**config.mk**
```make
export PLATFORM = sky130hd
export DESIGN_NAME = local_sink
export DESIGN_NICKNAME = d
export VERILOG_FILES = /design/src/rtl/local_sink.sv
export SDC_FILE = /design/constraint.sdc
export NUM_CORES = 1
export LEC_CHECK = 0
export ABC_AREA = 1
export CAP_MARGIN = 20
export CORE_MARGIN = 5
export CORE_UTILIZATION = 45
export DETAILED_ROUTE_END_ITERATION = 6
export SLEW_MARGIN = 20
export SYNTH_ARGS = -nofsm -noshare
export SYNTH_HDL_FRONTEND = slang
export SYNTH_SLANG_ARGS = --single-unit
```
**constraint.sdc**
```tcl
create_clock -name clk -period 4.35 [get_ports clk]
set_clock_uncertainty 0.05 [all_clocks]
set_input_delay 0.87 -clock clk [delete_from_list [all_inputs] [get_ports clk]]
set_output_delay 0.87 -clock clk [all_outputs]
set_load 0.03 [all_outputs]
```
**src/rtl/local_sink.sv**
```systemverilog
// Ejection-port traffic sink for one mesh node: registers arriving flits, classifies them,
// tracks per-source sequence numbers and keeps saturating delivery/latency statistics.
module local_sink #(
  parameter int DATAWID = 32,
  parameter int MY_X    = 0,
  parameter int MY_Y    = 0,
  parameter int CNT_W   = 16,
  parameter int SUM_W   = 24
) (
  input  logic               clk,
  input  logic               reset,
  input  logic [DATAWID-1:0] flit_in,
  input  logic [14:0]        time_now,
  input  logic               en,
  input  logic               clr,
  input  logic [2:0]         stat_sel,
  output logic [SUM_W-1:0]   stat_out,
  output logic [CNT_W-1:0]   rx_count,
  output logic               rx_pulse,
  output logic [3:0]         last_src,
  output logic               err_flag
);

  localparam int         NSRC = 9;
  localparam logic [1:0] MYX  = 2'(MY_X);
  localparam logic [1:0] MYY  = 2'(MY_Y);

  function automatic logic [CNT_W-1:0] sat_inc(input logic [CNT_W-1:0] v);
    return (&v) ? v : v + CNT_W'(1);
  endfunction

  // S0: header bits [30:15] and the latency measured in the arrival cycle
  logic        s0_vld_q, s0_vld_d;
  logic [15:0] s0_hdr_q, s0_hdr_d;
  logic [14:0] s0_lat_q, s0_lat_d;

  // S1: decoded class and the (forwarded) sequence check result
  logic        s1_vld_q, s1_bad_q, s1_mis_q, s1_serr_q;
  logic [3:0]  s1_src_q;
  logic [7:0]  s1_seq_q;
  logic [14:0] s1_lat_q;

  logic        dec_bad_s, dec_mis_s, dec_serr_s, fwd_hit_s;
  logic        tbl_seen_s, eff_seen_s;
  logic [7:0]  tbl_exp_s, eff_exp_s, dec_seq_s;
  logic [3:0]  dec_src_s;

  logic [CNT_W-1:0] rx_cnt_q, rx_cnt_d, mis_cnt_q, mis_cnt_d;
  logic [CNT_W-1:0] serr_cnt_q, serr_cnt_d, bad_cnt_q, bad_cnt_d;
  logic [14:0]      lat_max_q, lat_max_d, lat_last_q, lat_last_d;
  logic [SUM_W-1:0] lat_sum_q, lat_sum_d, stat_q, stat_d;
  logic [SUM_W:0]   sum_s;
  logic [NSRC-1:0]  seen_q, seen_d;
  logic [7:0]       exp_q [NSRC];
  logic [7:0]       exp_d [NSRC];
  logic             err_q, err_d, pulse_q, pulse_d;
  logic [3:0]       last_src_q, last_src_d;

  // Capture and decode stages, including forwarding of the S2 table update
  always_comb begin
    s0_vld_d  = flit_in[31];
    s0_hdr_d  = flit_in[31] ? flit_in[30:15] : s0_hdr_q;
    s0_lat_d  = time_now - flit_in[14:0];
    dec_bad_s = (s0_hdr_q[11:10] == 2'd3) || (s0_hdr_q[9:8] == 2'd3);
    dec_mis_s = !dec_bad_s && ((s0_hdr_q[15:14] != MYX) || (s0_hdr_q[13:12] != MYY));
    dec_src_s = ({2'b00, s0_hdr_q[9:8]} * 4'd3) + {2'b00, s0_hdr_q[11:10]};
    dec_seq_s = s0_hdr_q[7:0];
    fwd_hit_s = s1_vld_q && en && !s1_bad_q && !s1_mis_q && (s1_src_q == dec_src_s);
    if (dec_src_s < 4'(NSRC)) begin
      tbl_seen_s = seen_q[dec_src_s];
      tbl_exp_s  = exp_q[dec_src_s];
    end else begin
      tbl_seen_s = 1'b0;
      tbl_exp_s  = 8'd0;
    end
    if (clr) begin
      eff_seen_s = 1'b0;
      eff_exp_s  = 8'd0;
    end else if (fwd_hit_s) begin
      eff_seen_s = 1'b1;
      eff_exp_s  = s1_seq_q + 8'd1;
    end else begin
      eff_seen_s = tbl_seen_s;
      eff_exp_s  = tbl_exp_s;
    end
    dec_serr_s = !dec_bad_s && !dec_mis_s && eff_seen_s && (dec_seq_s != eff_exp_s);
  end

  // Pipeline registers for S0 and S1
  always_ff @(posedge clk or negedge reset) begin
    if (!reset) begin
      s0_vld_q  <= 1'b0;
      s0_hdr_q  <= 16'd0;
      s0_lat_q  <= 15'd0;
      s1_vld_q  <= 1'b0;
      s1_bad_q  <= 1'b0;
      s1_mis_q  <= 1'b0;
      s1_serr_q <= 1'b0;
      s1_src_q  <= 4'd0;
      s1_seq_q  <= 8'd0;
      s1_lat_q  <= 15'd0;
    end else begin
      s0_vld_q  <= s0_vld_d;
      s0_hdr_q  <= s0_hdr_d;
      s0_lat_q  <= s0_lat_d;
      s1_vld_q  <= s0_vld_q;
      s1_bad_q  <= dec_bad_s;
      s1_mis_q  <= dec_mis_s;
      s1_serr_q <= dec_serr_s;
      s1_src_q  <= dec_src_s;
      s1_seq_q  <= dec_seq_s;
      s1_lat_q  <= s0_lat_q;
    end
  end

  // S2 statistics update and registered statistic select
  always_comb begin
    rx_cnt_d   = rx_cnt_q;
    mis_cnt_d  = mis_cnt_q;
    serr_cnt_d = serr_cnt_q;
    bad_cnt_d  = bad_cnt_q;
    lat_max_d  = lat_max_q;
    lat_last_d = lat_last_q;
    lat_sum_d  = lat_sum_q;
    seen_d     = seen_q;
    exp_d      = exp_q;
    err_d      = err_q;
    pulse_d    = 1'b0;
    last_src_d = last_src_q;
    sum_s      = {1'b0, lat_sum_q} + (SUM_W+1)'(s1_lat_q);
    if (clr) begin
      rx_cnt_d   = {CNT_W{1'b0}};
      mis_cnt_d  = {CNT_W{1'b0}};
      serr_cnt_d = {CNT_W{1'b0}};
      bad_cnt_d  = {CNT_W{1'b0}};
      lat_max_d  = 15'd0;
      lat_last_d = 15'd0;
      lat_sum_d  = {SUM_W{1'b0}};
      seen_d     = {NSRC{1'b0}};
      for (int i = 0; i < NSRC; i++) exp_d[i] = 8'd0;
      err_d      = 1'b0;
    end else if (en && s1_vld_q) begin
      if (s1_bad_q) begin
        bad_cnt_d = sat_inc(bad_cnt_q);
        err_d     = 1'b1;
      end else if (s1_mis_q) begin
        mis_cnt_d = sat_inc(mis_cnt_q);
        err_d     = 1'b1;
      end else begin
        rx_cnt_d         = sat_inc(rx_cnt_q);
        pulse_d          = 1'b1;
        last_src_d       = s1_src_q;
        lat_sum_d        = sum_s[SUM_W] ? {SUM_W{1'b1}} : sum_s[SUM_W-1:0];
        lat_max_d        = (s1_lat_q > lat_max_q) ? s1_lat_q : lat_max_q;
        lat_last_d       = s1_lat_q;
        seen_d[s1_src_q] = 1'b1;
        exp_d[s1_src_q]  = s1_seq_q + 8'd1;
        if (s1_serr_q) begin
          serr_cnt_d = sat_inc(serr_cnt_q);
          err_d      = 1'b1;
        end else begin
          serr_cnt_d = serr_cnt_q;
        end
      end
    end else begin
      pulse_d = 1'b0;
    end
    case (stat_sel)
      3'd0:    stat_d = SUM_W'(rx_cnt_q);
      3'd1:    stat_d = SUM_W'(mis_cnt_q);
      3'd2:    stat_d = SUM_W'(serr_cnt_q);
      3'd3:    stat_d = SUM_W'(bad_cnt_q);
      3'd4:    stat_d = SUM_W'(lat_max_q);
      3'd5:    stat_d = lat_sum_q;
      3'd6:    stat_d = SUM_W'(lat_last_q);
      default: stat_d = {SUM_W{1'b0}};
    endcase
  end

  // Statistics, sequence table and output registers
  always_ff @(posedge clk or negedge reset) begin
    if (!reset) begin
      rx_cnt_q   <= {CNT_W{1'b0}};
      mis_cnt_q  <= {CNT_W{1'b0}};
      serr_cnt_q <= {CNT_W{1'b0}};
      bad_cnt_q  <= {CNT_W{1'b0}};
      lat_max_q  <= 15'd0;
      lat_last_q <= 15'd0;
      lat_sum_q  <= {SUM_W{1'b0}};
      seen_q     <= {NSRC{1'b0}};
      for (int i = 0; i < NSRC; i++) exp_q[i] <= 8'd0;
      err_q      <= 1'b0;
      pulse_q    <= 1'b0;
      last_src_q <= 4'd0;
      stat_q     <= {SUM_W{1'b0}};
    end else begin
      rx_cnt_q   <= rx_cnt_d;
      mis_cnt_q  <= mis_cnt_d;
      serr_cnt_q <= serr_cnt_d;
      bad_cnt_q  <= bad_cnt_d;
      lat_max_q  <= lat_max_d;
      lat_last_q <= lat_last_d;
      lat_sum_q  <= lat_sum_d;
      seen_q     <= seen_d;
      exp_q      <= exp_d;
      err_q      <= err_d;
      pulse_q    <= pulse_d;
      last_src_q <= last_src_d;
      stat_q     <= stat_d;
    end
  end

  assign stat_out = stat_q;
  assign rx_count = rx_cnt_q;
  assign rx_pulse = pulse_q;
  assign last_src = last_src_q;
  assign err_flag = err_q;

endmodule

```
==> flow_summary_export.csv <==
group,metric,value,unit
power_and_ir_drop,power_density,417,nW/um^2
timing,post-route-min-period,3.71,ns
clock_tree,cts_tree,"yes",
yosys,ys_ff_latch,292,
floorplanning,die-area,37700,um^2
timing,rsz0062_at_grt,"no",
route,wl,44100,um
timing,setup_viol,0,
floorplanning,core,33400,um^2
floorplanning,die_h,194,um
yosys,synth_area_leaders,"dfrtp_1 48%, nand2_1 10%, o21ai_0 7.5%",
yosys,avgSynthCellArea,8.11,um^2
status,status,"finished, final reports clean",
finish,syn_to_final_growth,17.5,%
clock_tree,path_clk_slew,0.06,ns
yosys,yosysUniqueCellTypes,51,
critical_path,timing.reg2reg.setup_slack,0.64,ns
finish,antenna_cells,0,
min_path,hold_path_end,"s1_lat_q[8]",
route,dr_wl_met3,2500,um
place,hpwl,31500,um
global_routing,grt_pass1_wl,71100,um
finish,layout-drive-gt1-share,5.36,%
global_routing,gr-total-overflow,0,
floorplanning,row_count,67,
place,pre_cts_slack,0.662,ns
power_and_ir_drop,p_leak,0.00810,uW
timing,slew_viol_final,0,
critical_path,path_buf_inv,4,
timing,setup_tns,0,ns
floorplanning,die-width,194,um
yosys,ys_seq_area_share,47.9,%
timing,fmax,270,MHz
yosys,yosys.area.top_type_share,47.9,%
clock_tree,cts-resized-gates,0,
yosys,synth_area,15200,um^2
floorplanning,start_util,45.6,%
route,topRoutingLayerUsed,"met4",
route,met2_wirelength,20500,um
timing,tightestPinTransition,1.06,ns
timing,setup_ws,0.641,ns
power_and_ir_drop,ir_worst_vdd,0.000307,V
critical_path,slowest_stage,"fa_1",
critical_path,worstReg2RegStart,"s0_hdr_q[9]",
critical_path,cp_data_required_time,4.71,ns
critical_path,cp_top_family,"adder cells",
clock_tree,htreeDepth,2,
clock_tree,post_cts_buffers,0,
critical_path,r2r_cells,19,
min_path,hold_start,"s0_lat_q[8]",
critical_path,cpMostUsedCell,"nor2_1",
global_routing,first_global_vias,13116,
route,postRouteAntennaNets,0,
global_routing,grt.total_usage,23.0,%
yosys,ys_warn_count,0,
route,viasPerCell,5.46,
clock_tree,clkSinkCount,292,
timing,fin_crit_sh,85.3,%
clock_tree,cts_hold_buffers,0,
critical_path,setup.worst_path.class,"register to register",
route,wirelength_met1,19700,um
route,drt_iter0_markers,1223,
route,wl_per_cell,18.0,um
critical_path,path_max_fanout,12,
clock_tree,clk_path_buf_depth,3,
global_routing,grt_antenna_before_repair,0,
min_path,hold_depth,0,
clock_tree,insertion_delay,0.51,ns
place,port_buffers,99,
yosys,synthCells,1879,
critical_path,endpoint_kind,"register",
critical_path,setup.worst_path.start_class,"register",
timing,relSlewSlack,29.3,%
global_routing,grt_max_degree,124,
route,drt_first_pass_iters,7,
place,place.gp.congestion,0.899,
floorplanning,io_pins,100,
critical_path,timing.rr.end,"s1_serr_q",
yosys,synth-edff-count,0,
finish,fill_cells,3147,
min_path,min_path_type,"register to register",
route,drc,0,
clock_tree,cts_root_buf,"clkbuf_16",
route,vias,13362,
clock_tree,cts_buffers,35,
yosys,yosys.area.top_type,"dfrtp_1",
critical_path,cpPeakStageDelay,0.75,ns
critical_path,arrival,4.07,ns
yosys,synth_flop_cell,"dfrtp_1",
finish,final_core_util,53.5,%
timing,final_hold_viol_count,0,
critical_path,crit_chain,"inv_1, fa_1, inv_1, ha_1, inv_1, fa_1, inv_1, nand2_1, nand2_1, nor2_1, nand3_2, nor2_1, nor2_1, nand3_1, nand2_1, nor2_1, nand2_1, nor2_1, nor2_1",
job,drv_cap,0,
yosys,syn_nets,1989,
yosys,async_reset_ff_share,100,%
finish,nets,2084,
## through the flow
stage / hold slack (ns) / cells / instance area, um^2 / power [uW]
global placement: 0.285 / 2385 / 16700 / 4490
global route: 0.305 / 2446 / 17900 / 7850
detailed placement: 0.286 / 2385 / 16700 / 4510
finish: 0.289 / 2446 / 17900 / 7470
floorplan: 0.281 / 1879 / 15200 / 3960
CTS: 0.293 / 2446 / 17900 / 7540
## cells in the final DEF (no fill, tap or decap), types with 4 or more instances in the layout
cell / synthesis / routed
a21oi_1: 88 / 88
a221oi_1: 8 / 8
a22oi_1: 5 / 5
buf_4: 5 / 16
clkbuf_1: 31 / 9
clkbuf_16: 0 / 37
clkbuf_8: 0 / 9
clkdlybuf4s50_1: 0 / 97
dfrtp_1: 292 / 292
fa_1: 4 / 4
ha_1: 52 / 52
inv_1: 213 / 213
inv_2: 5 / 4
mux2_2: 4 / 4
nand2_1: 423 / 423
nand2_2: 4 / 4
nand3_1: 179 / 179
nand4_1: 16 / 16
nor2_1: 115 / 113
nor2_2: 4 / 6
nor3_1: 38 / 38
nor4_1: 8 / 8
o2111ai_1: 7 / 7
o21ai_0: 229 / 229
o21ai_1: 4 / 4
o21bai_1: 4 / 4
o22ai_1: 28 / 28
o31ai_1: 12 / 12
xnor2_1: 11 / 11
xor2_1: 30 / 30
## metal layers
layer	track usage (%)	up-vias
li1	-	6473
met1	32.3	6373
met2	37.2	417
met3	3.56	99
met4	6.69	0
met5	0	-
## synthesized netlist by cell type (2+ instances only)
library cell,n
a21boi_0,2
mux2_2,4
o21ai_1,4
ha_1,52
clkbuf_1,31
o31ai_1,12
nand3_1,179
o21bai_1,4
buf_2,14
dfrtp_1,292
nor3_2,2
inv_2,5
nor2_2,4
nand2_4,2
inv_1,213
xnor2_1,11
fa_1,4
nor3_1,38
o21ai_0,229
nor3b_1,3
a21oi_1,88
buf_4,5
a31oi_1,2
o2111ai_1,7
nor2_1,115
a211oi_1,2
a221oi_1,8
nand3b_1,2
nand2_2,4
nand4_1,16
a22oi_1,5
a2111o_1,3
nand2_1,423
o21ai_2,3
nor4_1,8
buf_1,9
nand3_2,3
o22ai_1,28
xor2_1,30
nor3_4,2
## sequential cells by signal, summed over array words and instances (netlist names), 4 cells and up
register    flops
bad_cnt_q      16
exp_q          72
last_src        4
lat_last_q     15
lat_max_q      15
lat_sum_q      24
mis_cnt_q      16
rx_count       16
s0_hdr_q       16
s0_lat_q       15
s1_lat_q       15
s1_seq_q        8
s1_src_q        4
seen_q          9
serr_cnt_q     16
stat_out       24
## worst reg2reg max path: stages, from the launching register on
cell and delay, ns:
dfrtp_1 0.39, inv_1 0.14, fa_1 0.43, inv_1 0.08, ha_1 0.15, inv_1 0.05, fa_1 0.75, inv_1 0.32
nand2_1 0.13, nand2_1 0.07, nor2_1 0.13, nand3_2 0.22, nor2_1 0.17, nor2_1 0.07, nand3_1 0.11, nand2_1 0.05
nor2_1 0.12, nand2_1 0.06, nor2_1 0.10, nor2_1 0.04
## cells by family after synthesis
group                      after synthesis  share of synthesized area [%]
and+or+nand+nor                        804                           22.8
AOI/OAI and AO/OA                      403                           14.7
DFF                                    292                           47.9
buffers and inverters                  279                           7.16
adders and majority gates               56                           4.79
xor gates and xnor gates                41                           2.36
muxes                                    4                          0.295
## how the worst max path moves through the flow
stage	startpoint	end	slack (ns)	depth (start not counted)
after floorplan	s0_hdr_q[8]	s1_serr_q	1.45	19
after global placement	s0_hdr_q[9]	s1_serr_q	0.78	19
after detailed placement	s0_hdr_q[9]	s1_serr_q	0.66	19
after CTS	s0_hdr_q[9]	s1_serr_q	0.64	19
after global routing	s0_hdr_q[9]	s1_serr_q	0.37	19
final	s0_hdr_q[9]	s1_serr_q	0.64	19
## layout make-up
type                            count  area (um^2)  share of cell area (%)
Tap cell                          448          561                    3.13
Clock inverter                      6          110                   0.615
Clock buffer                       55         1080                    6.05
Inverter                          219          823                    4.60
Sequential cell                   292         7310                    40.8
Multi-Input combinational cell   1308         6850                    38.3
Timing Repair Buffer              118         1170                    6.54
## power by group
| group | total (uW) | switching (uW) | internal (uW) |
|---|---|---|---|
| clock | 3000 | 1120 | 1880 |
| sequential | 3070 | 167 | 2910 |
| combinational | 1400 | 941 | 456 |
Note: power is estimated with default switching activity, not from simulation.
